## config.mk

```make
export PLATFORM = sky130hd
export DESIGN_NAME = uart_rx_ctrl_flat
export DESIGN_NICKNAME = d
export VERILOG_FILES = /design/src/rtl/uart_rx_ctrl_if.sv /design/src/rtl/uart_rx_ctrl.sv /design/src/flat_wrapper.sv
export SDC_FILE = /design/constraint.sdc
export NUM_CORES = 1
export LEC_CHECK = 0
export CAP_MARGIN = 0
export CORE_ASPECT_RATIO = 2
export CORE_MARGIN = 10
export CORE_UTILIZATION = 60
export CTS_BUF_LIST = sky130_fd_sc_hd__clkbuf_16
export CTS_CLUSTER_DIAMETER = 60
export CTS_CLUSTER_SIZE = 30
export DETAILED_ROUTE_END_ITERATION = 8
export DONT_BUFFER_PORTS = 1
export GPL_TIMING_DRIVEN = 0
export PLACE_DENSITY = 0.86
export SETUP_SLACK_MARGIN = 0.5
export SKIP_CTS_REPAIR_TIMING = 1
export SLEW_MARGIN = 20
export SYNTH_ARGS = -nofsm -noshare
export SYNTH_HDL_FRONTEND = slang
export SYNTH_SLANG_ARGS = --single-unit
```

## constraint.sdc

```tcl
create_clock -name clk -period 5.6 [get_ports clk]
set_input_delay 1.12 -clock clk [delete_from_list [all_inputs] [get_ports clk]]
set_output_delay 1.12 -clock clk [all_outputs]
set_load 0.005 [all_outputs]
```

## src/rtl/uart_rx_ctrl_if.sv

```systemverilog
`default_nettype none
// ============================================================================
//  Module      : uart_rx_ctrl_if
//  Description : Link between the UART receive controller and the receiver
//                datapath (enable, oversample tick, parity setup, byte
//                hand-off).
//  Revision    : 1.0 - initial release
// ============================================================================
interface uart_rx_ctrl_if;
    logic       rx_en;
    logic       rx_data_sample;
    logic       no_parity;
    logic       ev_parity;
    logic       rd_data_flag;
    logic       rx_ok;
    logic [7:0] rxd_out;
    logic       parity_error;

    // Controller side
    modport master (
        output rx_en, rx_data_sample, no_parity, ev_parity, rd_data_flag,
        input  rx_ok, rxd_out, parity_error
    );

    // Receiver datapath side
    modport slave (
        input  rx_en, rx_data_sample, no_parity, ev_parity, rd_data_flag,
        output rx_ok, rxd_out, parity_error
    );
endinterface
`default_nettype wire

```

## src/rtl/uart_rx_ctrl.sv

```systemverilog
`default_nettype none
// ============================================================================
//  Module      : uart_rx_ctrl
//  Description : UART receive controller. Shadows the line configuration,
//                generates the oversample tick, captures each received byte
//                into a show-ahead FIFO and raises a host interrupt.
//  Revision    : 1.0 - initial release
// ============================================================================
module uart_rx_ctrl #(
    parameter int FIFO_DEPTH = 4,
    parameter int DIV_W      = 16
) (
    input  wire logic                          clk,
    input  wire logic                          rst_n,
    input  wire logic                          cfg_en,
    input  wire logic [DIV_W-1:0]              cfg_div,
    input  wire logic                          cfg_no_parity,
    input  wire logic                          cfg_ev_parity,
    uart_rx_ctrl_if.master                     rxif,
    input  wire logic                          pop,
    output logic [7:0]                         rdata,
    output logic                               rdata_perr,
    output logic                               empty,
    output logic                               full,
    output logic [$clog2(FIFO_DEPTH):0]        count,
    output logic                               overrun,
    input  wire logic                          ovr_clr,
    output logic                               irq
);

    localparam int c_aw = $clog2(FIFO_DEPTH);
    localparam int c_cw = c_aw + 1;
    localparam logic [c_cw-1:0] c_depth = c_cw'(FIFO_DEPTH);

    // Configuration shadow and enable pipeline
    logic [DIV_W-1:0] r_div;
    logic             r_no_parity;
    logic             r_ev_parity;
    logic             r_rx_en;
    logic [DIV_W-1:0] r_tick_cnt;
    logic             r_rx_ok_prev;

    // FIFO state
    logic [8:0]       r_mem [FIFO_DEPTH];
    logic [c_aw-1:0]  r_wr_ptr;
    logic [c_aw-1:0]  r_rd_ptr;
    logic [c_cw-1:0]  r_count;
    logic             r_overrun;
    logic             r_irq;

    logic             w_empty;
    logic             w_full;
    logic             w_push;
    logic             w_rd;
    logic             w_wr;
    logic             w_drop;

    // Shadow follows the host config only while disabled so a live frame never sees it change
    always_ff @(posedge clk) begin
        if (!rst_n) begin
            r_div       <= '0;
            r_no_parity <= 1'b1;
            r_ev_parity <= 1'b0;
        end else if (!cfg_en) begin
            r_div       <= cfg_div;
            r_no_parity <= cfg_no_parity;
            r_ev_parity <= cfg_ev_parity;
        end
    end

    // Receiver enable is the host enable delayed by one cycle; rx_ok history for edge detect
    always_ff @(posedge clk) begin
        if (!rst_n) begin
            r_rx_en      <= 1'b0;
            r_rx_ok_prev <= 1'b0;
        end else begin
            r_rx_en      <= cfg_en;
            r_rx_ok_prev <= rxif.rx_ok;
        end
    end

    // Oversample divider: counts 0..div, wraps after the terminal count
    always_ff @(posedge clk) begin
        if (!rst_n || !r_rx_en) begin
            r_tick_cnt <= '0;
        end else if (r_tick_cnt >= r_div) begin
            // >= also recovers if the shadow shrinks during the disable cycle
            r_tick_cnt <= '0;
        end else begin
            r_tick_cnt <= r_tick_cnt + DIV_W'(1);
        end
    end

    assign rxif.rx_en          = r_rx_en;
    assign rxif.rx_data_sample = r_rx_en && (r_tick_cnt == r_div);
    assign rxif.no_parity      = r_no_parity;
    assign rxif.ev_parity      = r_ev_parity;
    assign rxif.rd_data_flag   = rxif.rx_ok & r_rx_en;

    // One push per frame: the rising edge of rx_ok while enabled
    assign w_push  = rxif.rx_ok & ~r_rx_ok_prev & r_rx_en;
    assign w_empty = (r_count == '0);
    assign w_full  = (r_count == c_depth);
    // A pop on an empty FIFO is ignored; a pop frees room for a same-cycle push when full
    assign w_rd    = pop & ~w_empty;
    assign w_wr    = w_push & (~w_full | w_rd);
    assign w_drop  = w_push & w_full & ~w_rd;

    // Storage array, write side only (not reset: contents are gated by count)
    always_ff @(posedge clk) begin
        if (w_wr) begin
            r_mem[r_wr_ptr] <= {rxif.parity_error, rxif.rxd_out};
        end
    end

    // Pointers and occupancy; pointers wrap naturally since depth is a power of two
    always_ff @(posedge clk) begin
        if (!rst_n) begin
            r_wr_ptr <= '0;
            r_rd_ptr <= '0;
            r_count  <= '0;
        end else begin
            if (w_wr) r_wr_ptr <= r_wr_ptr + c_aw'(1);
            if (w_rd) r_rd_ptr <= r_rd_ptr + c_aw'(1);
            case ({w_wr, w_rd})
                2'b10:   r_count <= r_count + c_cw'(1);
                2'b01:   r_count <= r_count - c_cw'(1);
                default: r_count <= r_count;
            endcase
        end
    end

    // Sticky overrun; a drop in the same cycle as a clear keeps it set
    always_ff @(posedge clk) begin
        if (!rst_n) begin
            r_overrun <= 1'b0;
        end else if (w_drop) begin
            r_overrun <= 1'b1;
        end else if (ovr_clr) begin
            r_overrun <= 1'b0;
        end
    end

    // Interrupt reflects the previous cycle's FIFO/overrun state
    always_ff @(posedge clk) begin
        if (!rst_n) begin
            r_irq <= 1'b0;
        end else begin
            r_irq <= ~w_empty | r_overrun;
        end
    end

    assign rdata      = w_empty ? 8'hFF : r_mem[r_rd_ptr][7:0];
    assign rdata_perr = w_empty ? 1'b0  : r_mem[r_rd_ptr][8];
    assign empty      = w_empty;
    assign full       = w_full;
    assign count      = r_count;
    assign overrun    = r_overrun;
    assign irq        = r_irq;

endmodule
`default_nettype wire

```

## src/flat_wrapper.sv

```systemverilog
// flat-port wrapper written by rule: the top's interface ports become plain ports
module uart_rx_ctrl_flat 
#(
    parameter int FIFO_DEPTH = 4,
    parameter int DIV_W      = 16
)
  (clk, rst_n, cfg_en, cfg_div, cfg_no_parity, cfg_ev_parity, pop, rdata, rdata_perr, empty, full, count, overrun, ovr_clr, irq, rxif_rx_en, rxif_rx_data_sample, rxif_no_parity, rxif_ev_parity, rxif_rd_data_flag, rxif_rx_ok, rxif_rxd_out, rxif_parity_error);
  uart_rx_ctrl_if rxif_i ();
  input  wire logic clk;
  input  wire logic rst_n;
  input  wire logic cfg_en;
  input  wire logic [DIV_W-1:0] cfg_div;
  input  wire logic cfg_no_parity;
  input  wire logic cfg_ev_parity;
  input  wire logic pop;
  output logic [7:0] rdata;
  output logic rdata_perr;
  output logic empty;
  output logic full;
  output logic [$clog2(FIFO_DEPTH):0] count;
  output logic overrun;
  input  wire logic ovr_clr;
  output logic irq;
  output wire logic [$bits(rxif_i.rx_en)-1:0] rxif_rx_en;
  output wire logic [$bits(rxif_i.rx_data_sample)-1:0] rxif_rx_data_sample;
  output wire logic [$bits(rxif_i.no_parity)-1:0] rxif_no_parity;
  output wire logic [$bits(rxif_i.ev_parity)-1:0] rxif_ev_parity;
  output wire logic [$bits(rxif_i.rd_data_flag)-1:0] rxif_rd_data_flag;
  input wire logic [$bits(rxif_i.rx_ok)-1:0] rxif_rx_ok;
  input wire logic [$bits(rxif_i.rxd_out)-1:0] rxif_rxd_out;
  input wire logic [$bits(rxif_i.parity_error)-1:0] rxif_parity_error;
  assign rxif_rx_en = rxif_i.rx_en;
  assign rxif_rx_data_sample = rxif_i.rx_data_sample;
  assign rxif_no_parity = rxif_i.no_parity;
  assign rxif_ev_parity = rxif_i.ev_parity;
  assign rxif_rd_data_flag = rxif_i.rd_data_flag;
  assign rxif_i.rx_ok = rxif_rx_ok;
  assign rxif_i.rxd_out = rxif_rxd_out;
  assign rxif_i.parity_error = rxif_parity_error;
  uart_rx_ctrl #(.FIFO_DEPTH(FIFO_DEPTH), .DIV_W(DIV_W)) u_core (.clk(clk), .rst_n(rst_n), .cfg_en(cfg_en), .cfg_div(cfg_div), .cfg_no_parity(cfg_no_parity), .cfg_ev_parity(cfg_ev_parity), .rxif(rxif_i), .pop(pop), .rdata(rdata), .rdata_perr(rdata_perr), .empty(empty), .full(full), .count(count), .overrun(overrun), .ovr_clr(ovr_clr), .irq(irq));
endmodule
```

# [Word level (Yosys, flattened, before mapping)]
# Memories as Yosys holds them, arrays and structs flattened. A register that Yosys moved wholly into a read port is not among the register bits.
# Cells that the tools add are included.
[classes] n_reduce_logical=8 n_mux=9 addsub=5 magnitude_cmp=1 n_eq_ne=4 n_bitwise=13
[op_table] cell="16-bit by 1-bit adder with 16-bit output, second input constant" n=1
[op_table] cell="16-bit == test" n=1
[op_table] cell="16-bit greater-or-equal comparator" n=1
[op_table] cell="8-bit 2-to-1 mux" n=1
[op_table] cell="1-bit AND" n=7
[op_table] cell="3-bit case mux with 2 select lines" n=1
[op_table] cell="1-bit 2-to-1 mux" n=5
[op_table] cell="2-bit by 1-bit adder with 2-bit output, second input constant" n=2
[op_table] cell="2-bit 2-to-1 mux" n=2
[op_table] cell="1-bit NOT" n=4
[op_table] cell="2-bit nonzero test" n=2
[op_table] cell="3-bit by 1-bit adder with 3-bit output, second input constant" n=1
[op_table] cell="3-bit == test, second input constant" n=1
[op_table] cell="3-bit logical NOT" n=1
[op_table] cell="3-bit by 1-bit subtractor with 3-bit output, second input constant" n=1
[op_table] cell="2-bit by 1-bit == test with 1-bit output, second input constant" n=1
[op_table] cell="2-bit == test, second input constant" n=1
[op_table] cell="1-bit logical NOT" n=2
[op_table] cell="1-bit OR" n=2
[op_table] cell="2-bit OR reduction" n=1
[op_table] cell="1-bit logical AND" n=1
[op_table] cell="1-bit logical OR" n=1
[totals] out_inout_bits=21 in_bits=33 ram_bits=36 elab_cells=52 mem_count=1 ff_bits=45
[memory_table] name="u_core.r_mem" depth=4 word_bits=9 rd=1 rd_clocked_by_memory_dff=1 wr=1 line="uart_rx_ctrl.sv:44" rtl="logic [8:0] r_mem [FIFO_DEPTH];"

# [Longest topological paths before layout]
# Gate-level depths: netlist (run 1).
[depth] word_depth=7 mapped_depth=7 ltp_nobuf=6

# [Worst setup path after synthesis (run 1)]
# No wires, ideal clock.
[synth_timing] path_kind="input -> register" from="in pop" to="reg u_core.r_count[2], in the netlist u_core.count[2]" arrival_time_ps=2547 n_path_buf=1 path_stages=6 path_slack_ps=2933 required_ps=5480 setup_ps=120 cell_sequence="clkbuf_1 > nand3_1 > fa_1 > or3_1 > a32oi_1 > a21oi_1"
[synth_via] elab_chain_len=5 word_cells_on_any_way=7 cone_classes="2 x eq/ne; 1 x mux; 3 x bitwise; 1 x reduce/logical"
[synth_rtl] element="from (decl)" line="flat_wrapper.sv:15" rtl="input wire logic pop;"
[synth_rtl] element="1-bit AND (*)" line="uart_rx_ctrl.sv:105" rtl="assign w_rd = pop & ~w_empty;"
[synth_rtl] element="1-bit OR" line="uart_rx_ctrl.sv:106" rtl="assign w_wr = w_push & (~w_full | w_rd);"
[synth_rtl] element="1-bit AND" line="uart_rx_ctrl.sv:106"
[synth_rtl] element="2-bit by 1-bit == test with 1-bit output or 2-bit == test (tied branches)" line="uart_rx_ctrl.sv:125" rtl="case ({w_wr, w_rd})"
[synth_rtl] element="3-bit case mux with 2 select lines or 2-bit nonzero test (tied branches)"
[synth_rtl] element="to (signal assigned)" line="uart_rx_ctrl.sv:126" rtl="2'b10: r_count <= r_count + c_cw'(1);"
[synth_rtl] element="to (signal assigned)" line="uart_rx_ctrl.sv:127" rtl="2'b01: r_count <= r_count - c_cw'(1);"
[synth_rtl] element="to (signal assigned)" line="uart_rx_ctrl.sv:128" rtl="default: r_count <= r_count;"
[synth_rtl] element="to (decl)" line="uart_rx_ctrl.sv:47" rtl="logic [c_cw-1:0] r_count;"
# Every way passes the cells marked *; elsewhere a longest branch is shown, timed or not.
# A chain may end at the register's enable or synchronous reset.

# [Worst setup path after layout (run 1)]
[layout_timing] from="reg u_core.r_div[15]" to="out rxif_rx_data_sample"
[layout_via] elab_chain_len=2
[layout_rtl] element="from (decl)" line="uart_rx_ctrl.sv:36" rtl="logic [DIV_W-1:0] r_div;"
[layout_rtl] element="from (signal assigned)" line="uart_rx_ctrl.sv:65" rtl="r_div <= cfg_div;"
[layout_rtl] element="16-bit == test" line="uart_rx_ctrl.sv:95" rtl="assign rxif.rx_data_sample = r_rx_en && (r_tick_cnt == r_div);"
[layout_rtl] element="1-bit logical AND" line="uart_rx_ctrl.sv:95"
[layout_rtl] element="to (decl)" line="flat_wrapper.sv:25" rtl="output wire logic [$bits(rxif_i.rx_data_sample)-1:0] rxif_rx_data_sample;"
# No other way between the ends.

==> flow_summary_export.csv, run 1 <==
group,metric,value,unit
floorplan,initial_core_util,62.1,%
timing,worst_slew_margin_rel,65.9,%
timing,finalCriticalPeriod,3.10,ns
worst_setup_path,r2r_setup_slack,3.30,ns
global_route,grt_pass1_wl,12.6,mm
worst_setup_path,path_max_fanout,3,
timing,setup_viol,0,
logic_synthesis,ys_seq_area_share,51.6,%
global_route,first_global_vias,2642,
timing,tightest_slew,0.512,ns
drt,vias,2458,
floorplan,core,0.00631,mm²
worst_setup_path,r2r_start,"u_core.count[0]",
pwr,ir_drop,0.000270,V
clocking,clock_latency,0.33,ns
logic_synthesis,synthFlopType,"dfxtp_1",
drt,viasPerCell,5.81,
logic_synthesis,synth_commonest_cells,"47 x dfxtp_1, 36 x edfxtp_1, 24 x inv_1",
timing,period_share,55.3,%
drt,route.detailed.drc,0,
min_path,hold_start,"u_core.r_div[2]",
timing,rsz0062_at_grt,"no",
worst_setup_path,worstSetupPathType,"reg -> out",
pwr,p_per_area,309,mW/mm²
cells_and_area,final_util,68.7,%
min_path,holdPathEnd,"u_core.r_div[2]",
floorplan,fp.dieArea,0.0104,mm²
pwr,internal-power,0.00106,W
min_path,hp-class,"reg -> reg",
run,drv_cap,0,
worst_setup_path,worstPathArrival,1.98,ns
clocking,tritoncts,"built",
worst_setup_path,cp_slowest_stage_delay,0.43,ns
logic_synthesis,synth_edf_count,36,
pwr,p_sw_share,20.7,%
logic_synthesis,yosysTopAreaCellShare,27.6,%
clocking,clock_sinks,83,
cells_and_area,fin_nets,387,
timing,clock.fmax,323,MHz
logic_synthesis,async_reset_ff_share,0,%
pwr,p_leak,1.52,nW
pwr,switchingPower,0.000277,W
logic_synthesis,syn_nets,376,
global_route,groute.usage.overall,15.3,%
worst_setup_path,startpoint_type,"register",
clocking,numCtsBuffers,9,
floorplan,ios,54,
timing,finalHoldViolCount,0,
pwr,power_frac_seq,48.7,%
global_route,grt_antenna_before_repair,0,
timing,slew_viol_final,0,
drt,drt-total-wl,7.65,mm
clocking,cts-root-buf,"clkbuf_16",
global_route,grt_overflow,0,
worst_setup_path,crit_chain,"inv_1 > ha_1 > nand4_1 > or2_1 > nor4_1",
timing,setup_tns,0,ns
pwr,pwr-share-comb,5.7,%
logic_synthesis,synth_seq_cells,83,
logic_synthesis,yosys_warnings,0,
global_route,grt_max_degree,15,
drt,drt-pass1-iter-count,4,
logic_synthesis,yosysTopAreaCell,"edfxtp_1",
cells_and_area,drive_gt1_share,13.9,%
drt,drtAntennaViolNets,0,
worst_setup_path,required,4.48,ns
placed_design,portBuffers,0,
clocking,clockBufferDepth,2,
worst_setup_path,cpMaxStageDelayCell,"nor4_1",
worst_setup_path,cp-end-kind,"output pin",
worst_setup_path,ff2ff_path_depth,7,
floorplan,placementRows,41,
drt,first_iter_violations,176,
logic_synthesis,netlist_area,0.00392,mm²
cells_and_area,antennaDiodeCount,0,
logic_synthesis,synthCells,321,
outcome,outcome,"finished, final reports clean",
logic_synthesis,synth_most_common_cell,"dfxtp_1",
logic_synthesis,yosys-top-cells-area,"edfxtp_1 28%, dfxtp_1 24%, ha_1 6.7%",
timing,fin_skew,0.00417,ns
pwr,power.share.clock,45.6,%
worst_setup_path,r2r-end,"u_core.count[2]",
min_path,hold_path_depth,2,
floorplan,die_w,77.1,µm
logic_synthesis,avgSynthCellArea,12.2,µm²
logic_synthesis,synth_cell_types,45,
cells_and_area,area_growth,10.6,%
floorplan,die_h,134,µm
clocking,clk_pin_slew,0.06,ns
drt,wl_per_cell,18.1,µm
clocking,h-tree-depth,3,
placed_design,dp_hpwl,5.95,mm
placed_design,gp_congestion,0.861,
[flip-flops by register name (all words and copies together) (netlist names), 2 cells and up, named ones only]
| signal | count |
|---|---|
| u_core.r_rd_ptr | 2 |
| u_core.r_div | 16 |
| u_core.r_wr_ptr | 2 |
| u_core.count | 3 |
| u_core.r_mem | 36 |
| u_core.r_tick_cnt | 16 |
[per-stage QoR]
stage	power (W)	setup WS, ns	std cells	area (µm²)	hold slack [ns]
global placement	0.000738	2.83	407	4030	0.475
finish	0.00134	2.50	423	4340	0.500
CTS	0.00135	2.47	423	4340	0.507
floorplan	0.000725	2.93	321	3920	0.463
detailed placement	0.000742	2.77	407	4030	0.493
global route	0.00138	2.35	423	4340	0.529
[layout by cell type, fill, tap and decap left out, drive strengths merged, types with 2 or more instances in the layout]
master | netlist | routed
nand3 | 9 | 9
or2 | 9 | 9
clkbuf | 3 | 12
buf | 8 | 8
nand2b | 2 | 2
mux2i | 19 | 19
bufinv | 0 | 2
o21a | 2 | 2
edfxtp | 36 | 36
and2 | 13 | 13
inv | 26 | 31
nor2 | 19 | 19
nand2 | 10 | 10
mux4 | 9 | 9
nand4 | 9 | 9
xnor2 | 14 | 14
xor2 | 5 | 5
or3 | 3 | 3
nor4 | 20 | 20
ha | 21 | 21
a21o | 2 | 2
nor2b | 9 | 9
a21oi | 7 | 7
dfxtp | 47 | 47
nor3 | 4 | 4
[power groups by stage]
stage	sequential [W]	clock, W	combinational [W]
after floorplan	0.000662	0	0.0000629
after global placement	0.000664	0	0.0000742
after detailed placement	0.000665	0	0.0000767
after CTS	0.000652	0.000621	0.0000772
after global routing	0.000653	0.000644	0.0000845
final	0.000652	0.000611	0.0000760
[cells by family (layout without fill, tap and decap cells)]
group / count (synthesis) / count (layout) / synth area share (%)
XOR/XNOR: 19 / 19 / 4.25
adder cells (fa/ha/maj): 22 / 22 / 7.22
AND/OR/NAND/NOR: 112 / 112 / 17.8
AO/OA/AOI/OAI: 20 / 20 / 4.95
flip-flops: 83 / 83 / 51.6
buffers and inverters: 37 / 53 / 4.15
multiplexers: 28 / 28 / 10.0
[final cells by class]
type	instances	area (µm²)
Clock buffer	9	225
Clock inverter	7	83.8
Multi-Input combinational cell	201	1730
Buffer	11	65.1
Sequential cell	83	2020
Fill cell	478	1970
Tap cell	86	108
Inverter	26	97.6
[per-layer routing]
metal	wire [µm]	GRT usage (%)	vias to the layer above	share of wire, %
li1	-	-	1183	-
met1	2520	12.8	1196	33
met2	4470	29.9	61	58
met3	420	4.82	18	5.5
met4	235	8.78	0	3.1
met5	0	0	-	0
[critical path, delay by kind of cell (launching register included)]
family,cells,cell delay (ns)
simple gates,3,0.94
fa+ha+maj,1,0.35
flops,1,0.32
buf+inv,1,0.04
[worst max-delay path by stage]
stage / slack (ns) / cells after the start / to / start
final: 2.50 / 5 / rxif_rx_data_sample / u_core.r_div[15]
after CTS: 2.47 / 5 / rxif_rx_data_sample / u_core.r_div[15]
after global routing: 2.35 / 5 / rxif_rx_data_sample / u_core.r_div[15]
after detailed placement: 2.77 / 6 / u_core.count[2] / pop
after floorplan: 2.93 / 6 / u_core.count[2] / pop
after global placement: 2.83 / 6 / u_core.count[2] / pop
Note: power is estimated with default switching activity, not from simulation.
==> run 2: changes to the inputs <==
==> constraint.sdc (replaced) <==
create_clock -name clk -period 2.9 [get_ports clk]
set_input_delay 0.58 -clock clk [delete_from_list [all_inputs] [get_ports clk]]
set_output_delay 0.58 -clock clk [all_outputs]
set_load 0.005 [all_outputs]
==> run 2 against run 1 <==
Via count grew 0.28%. Design area rose by 0.61%. Clock power rose by 93%. Sequential share of layout area is 0.28 points lower. Clock skew up 0.00091 ns. Combinational power is 110% higher. Non-clock buffer count grew 1. Hold slack got worse by 0.16 ns. Setup slack lost 2.0 ns. Largest power group unchanged. Highest routed layer unchanged.
==> flow_summary_export.csv, run 2 (synthesized netlist as in run 1, its figures left out) <==
group,metric,value,unit
cells_and_area,layout.cells.non_filler,424,
run,drv_cap,0,
cells_and_area,reg_top3,"u_core.r_mem: 36 flops, u_core.r_div: 16 flops, u_core.r_tick_cnt: 16 flops",
cells_and_area,final_common_cell,"dfxtp_1",
outcome,outcome,"finished, final reports clean",
worst_setup_path,critPathCapture,"rxif_rx_data_sample",
drt,viasPerCell,5.81,
placed_design,dpl_cell_area,0.00403,mm²
timing,worst_slew_margin_rel,65.9,%
clocking,cts-root-buf,"clkbuf_16",
cells_and_area,drive_gt1_share,15.1,%
global_route,gr-usage-met1,12.8,%
cells_and_area,design_area,0.00436,mm²
min_path,hp-class,"in -> reg",
clocking,clock_sinks,83,
worst_setup_path,r2r-end,"u_core.r_tick_cnt[10]",
drt,route.detailed.drc,0,
worst_setup_path,ff2ff_path_depth,6,
global_route,grt_max_degree,15,
timing,finalHoldViolCount,0,
global_route,groute.usage.overall,15.3,%
pwr,p_leak,1.54,nW
timing,clock.fmax,416,MHz
timing,fin_skew,0.00508,ns
drt,drtAntennaViolNets,0,
global_route,met2_usage,29.9,%
cells_and_area,final_util,69.1,%
cells_and_area,area_growth,11.3,%
cells_and_area,antennaDiodeCount,0,
worst_setup_path,r2r_start,"u_core.r_tick_cnt[7]",
floorplan,fp.dieArea,0.0104,mm²
placed_design,dp.cells,407,
worst_setup_path,r2r_setup_slack,0.68,ns
cells_and_area,largest_reg_flops,36,
clocking,clockBufferDepth,2,
drt,drt-total-wl,7.70,mm
worst_setup_path,worstSetupPathType,"reg -> out",
drt,drt-pass1-iter-count,4,
floorplan,core,0.00631,mm²
worst_setup_path,startpoint,"u_core.r_tick_cnt[11]",
global_route,grt_antenna_before_repair,0,
drt,wl_per_cell,18.2,µm
worst_setup_path,worstPathArrival,1.82,ns
floorplan,ios,54,
clocking,h-tree-depth,3,
floorplan,die_h,134,µm
timing,finalCriticalPeriod,2.40,ns
timing,tightest_slew,0.512,ns
cells_and_area,multiInputGateArea,0.00175,mm²
floorplan,die_w,77.1,µm
worst_setup_path,path_max_fanout,6,
cells_and_area,seq_area,0.00202,mm²
placed_design,portBuffers,0,
global_route,use_met3,4.82,%
global_route,grt_busiest_layer,"met2",
placed_design,gp_congestion,0.861,
worst_setup_path,required,2.32,ns
clocking,clock_latency,0.33,ns
clocking,clk_pin_slew,0.06,ns
global_route,grt_overflow,0,
timing,setup_tns,0,ns
pwr,p_per_area,595,mW/mm²
floorplan,initial_core_util,62.1,%
cells_and_area,final_cell_mix,"47 x dfxtp_1, 36 x edfxtp_1, 26 x inv_1",
timing,period_share,82.9,%
worst_setup_path,cp-end-kind,"output pin",
cells_and_area,fin_nets,388,
cells_and_area,nFillCells,469,
drt,first_iter_violations,167,
worst_setup_path,startpoint_type,"register",
global_route,first_global_vias,2642,
timing,rsz0062_at_grt,"yes",
clocking,tritoncts,"built",
cells_and_area,regMostFlops,"u_core.r_mem",
timing,slew_viol_final,0,
placed_design,dp_hpwl,5.95,mm
timing,setup_viol,0,
floorplan,placementRows,41,
global_route,grt_pass1_wl,12.6,mm
clocking,numCtsBuffers,9,
pwr,ir_drop,0.000522,V
drt,vias,2465,
==> run 2: power by group <==
| group | leakage [nW] | total [W] | internal [W] | switching [W] |
|---|---|---|---|---|
| registers | 0.708 | 0.00126 | 0.00124 | 0.0000143 |
| logic | 0.666 | 0.000156 | 0.0000656 | 0.0000905 |
| clock network | 0.163 | 0.00118 | 0.000746 | 0.000433 |
| total | 1.54 | 0.00259 | 0.00206 | 0.000538 |
==> run 2: cell type report <==
class	instances	area share [%]
clock buffer	9	5.16
buffer	11	1.52
inverter	26	2.24
timing repair buffer	1	0.172
clock inverter	7	1.92
sequential	83	46.4
tap	86	2.47
multi-input combinational	201	40.2
==> run 2: how the worst min path moves through the flow <==
stage | from | endpoint | slack, ns | cells after the start
5_1_grt | rxif_rxd_out[6] | u_core.r_mem[0][6] | 0.33 | 0
3_5_place_dp | u_core.r_div[2] | u_core.r_div[2] | 0.49 | 2
6_report | rxif_rxd_out[6] | u_core.r_mem[2][6] | 0.34 | 0
2_1_floorplan | u_core.r_div[15] | u_core.r_div[15] | 0.46 | 2
3_3_place_gp | u_core.r_div[15] | u_core.r_div[15] | 0.48 | 2
4_1_cts | rxif_rxd_out[0] | u_core.r_mem[0][0] | 0.33 | 0
==> run 2: through the flow <==
stage	setup WS (ns)	hold slack, ns	power (W)
floorplan	0.773	0.463	0.00140
global placement	0.659	0.475	0.00143
detailed placement	0.601	0.493	0.00143
CTS	0.306	0.329	0.00261
global route	0.409	0.326	0.00268
finish	0.497	0.340	0.00259
==> run 2: critical path: stages, from the launching register on <==
cell and delay, ns:
dfxtp_1 0.38, ha_1 0.35, nand4_1 0.15, or2_4 0.30, nor4_4 0.31
==> run 2: routing by layer <==
| metal | vias up | part of all wire [%] |
|---|---|---|
| met4 | 0 | 3.2 |
| met1 | 1199 | 32 |
| li1 | 1184 | - |
| met3 | 18 | 6.1 |
| met2 | 64 | 59 |
| met5 | - | 0 |
==> run 3: changes to the inputs <==
--- a/config.mk
+++ b/config.mk
@@ -8,14 +8,14 @@
 export CAP_MARGIN = 0
 export CORE_ASPECT_RATIO = 2
 export CORE_MARGIN = 10
-export CORE_UTILIZATION = 60
+export CORE_UTILIZATION = 57
 export CTS_BUF_LIST = sky130_fd_sc_hd__clkbuf_16
 export CTS_CLUSTER_DIAMETER = 60
 export CTS_CLUSTER_SIZE = 30
 export DETAILED_ROUTE_END_ITERATION = 8
 export DONT_BUFFER_PORTS = 1
 export GPL_TIMING_DRIVEN = 0
-export PLACE_DENSITY = 0.86
+export PLACE_DENSITY = 0.85
 export SETUP_SLACK_MARGIN = 0.5
 export SKIP_CTS_REPAIR_TIMING = 1
 export SLEW_MARGIN = 20
==> constraint.sdc (replaced) <==
create_clock -name clk -period 1.9 [get_ports clk]
set_input_delay 0.38 -clock clk [delete_from_list [all_inputs] [get_ports clk]]
set_output_delay 0.38 -clock clk [all_outputs]
set_load 0.005 [all_outputs]
==> run 3 against run 2 <==
The flow now finishes with violations (setup timing). Combinational power grew 140%. Utilization grew 7.6 points. Setup slack lost 0.65 ns. Critical path type unchanged. Critical endpoint unchanged.
==> flow_summary_export.csv, run 3 (synthesized netlist as in run 1, its figures left out) <==
group,metric,value,unit
placed_design,place_ws,-0.184,ns
timing,finalCriticalPeriod,2.06,ns
timing,setup_viol,26,
worst_setup_path,cp-end-kind,"output pin",
placed_design,portBuffers,0,
drt,viasPerCell,5.96,
timing,worst_slack,-0.157,ns
worst_setup_path,path_max_fanout,3,
pwr,p_per_area,776,mW/mm²
global_route,groute.usage.overall,15.7,%
clocking,clockBufferDepth,2,
cells_and_area,nFillCells,394,
worst_setup_path,startpoint_type,"register",
outcome,outcome,"finished with violations",
floorplan,die_w,78.6,µm
floorplan,core,0.00667,mm²
drt,drt-pass1-iter-count,4,
cells_and_area,final_common_cell,"edfxtp_1",
clocking,clk_pin_slew,0.06,ns
drt,first_iter_violations,242,
worst_setup_path,required,1.52,ns
clocking,clock_sinks,83,
cells_and_area,regMostFlops,"u_core.r_mem",
clocking,tritoncts,"built",
drt,wl_per_cell,21.4,µm
timing,slew_viol_final,0,
cells_and_area,drive_gt1_share,43.6,%
drt,route.detailed.drc,0,
global_route,grt_max_degree,15,
cells_and_area,final_cell_mix,"36 x edfxtp_1, 20 x dfxtp_2, 19 x mux2i_1",
timing,fin_skew,0.00887,ns
cells_and_area,multiInputGateArea,0.00214,mm²
run,drv_cap,0,
drt,drt-total-wl,9.79,mm
global_route,first_global_vias,2687,
timing,worst_slew_margin_rel,69.3,%
drt,vias,2725,
pwr,p_leak,1.76,nW
clocking,cts-root-buf,"clkbuf_16",
timing,setup_tns,-1.93,ns
pwr,power,0.00398,W
outcome,violations,"setup timing",
timing,rsz0062_at_grt,"yes",
floorplan,die_h,137,µm
clocking,clock_latency,0.34,ns
pwr,ir_drop,0.000643,V
placed_design,dp_hpwl,6.17,mm
cells_and_area,reg_top3,"u_core.r_mem: 36 flops, u_core.r_div: 16 flops, u_core.r_tick_cnt: 16 flops",
clocking,h-tree-depth,3,
placed_design,gp_congestion,0.902,
cells_and_area,area_growth,30.7,%
floorplan,fp.dieArea,0.0108,mm²
floorplan,initial_core_util,58.7,%
timing,tightest_slew,0.460,ns
global_route,grt_pass1_wl,13.2,mm
placed_design,dp.cells,409,
global_route,grt_antenna_before_repair,0,
drt,drtAntennaViolNets,0,
timing,finalHoldViolCount,0,
cells_and_area,fin_nets,419,
global_route,grt_overflow,0,
min_path,hp-class,"in -> reg",
cells_and_area,largest_reg_flops,36,
floorplan,placementRows,42,
timing,period_share,108,%
timing,clock.fmax,486,MHz
clocking,numCtsBuffers,9,
worst_setup_path,worstSetupPathType,"reg -> out",
floorplan,ios,54,
cells_and_area,antennaDiodeCount,0,
cells_and_area,layout.cells.non_filler,457,
worst_setup_path,worstPathArrival,1.68,ns
cells_and_area,seq_area,0.00208,mm²
[run 3: changes by cell type in the layout (fill, tap and decap cells not counted), moves of 6 or more]
cell	change
dfxtp_4	+9
ha_4	+12
and2_1	-6
nor4_1	-6
dfxtp_1	-29
ha_1	-12
inv_2	+8
buf_6	+9
buf_4	+13
and2_4	+10
dfxtp_2	+20
inv_1	-10
[run 3: power by group]
group	leakage (nW)	internal (W)	total (W)	switching (W)
Sequential	0.723	0.00189	0.00192	0.0000272
Combinational	0.891	0.000180	0.000373	0.000193
Clock	0.145	0.00100	0.00169	0.000682
[run 3: per-stage QoR]
step                hold slack (ns)  instance area, µm²  util, %
floorplan                     0.463                4030        -
detailed placement            0.479                4140     62.1
finish                        0.134                5120     76.8
global route                  0.115                5120     76.8
global placement              0.477                4140     62.1
CTS                           0.132                4430     66.4
[run 3: cell type report]
| cell class | count | area share [%] |
|---|---|---|
| Multi-Input combinational cell | 205 | 41.9 |
| Sequential cell | 83 | 40.6 |
| Timing Repair Buffer | 28 | 5.49 |
| Clock buffer | 9 | 4.40 |
| Inverter | 26 | 2.15 |
| Tap cell | 88 | 2.15 |
| Buffer | 11 | 2.12 |
| Clock inverter | 7 | 1.22 |
[run 3: layer usage]
metal | up-vias | track usage [%] | wire (µm) | share of wire (%)
li1 | 1248 | - | - | -
met4 | 0 | 8.92 | 476 | 4.9
met1 | 1350 | 14.1 | 3180 | 32
met2 | 94 | 29.6 | 5660 | 58
met5 | - | 0 | 0 | 0
met3 | 33 | 5.16 | 474 | 4.8
[run 3: worst paths after layout]
path,from,end,slack [ns],cells past startpoint
hold / removal,rxif_rxd_out[5],u_core.r_mem[1][5],0.13,0
setup reg to reg,u_core.r_tick_cnt[8],u_core.r_tick_cnt[9],-0.11,7
hold reg to reg,u_core.r_tick_cnt[0],u_core.r_tick_cnt[0],0.45,1
setup / recovery,u_core.r_tick_cnt[14],rxif_rx_data_sample,-0.16,4
[run 3: worst max-delay path, stage by stage, from the launching register on]
cell and delay, ns:
dfxtp_1 0.36, ha_4 0.29, nand4_1 0.18, or2_4 0.33
nor4_4 0.19
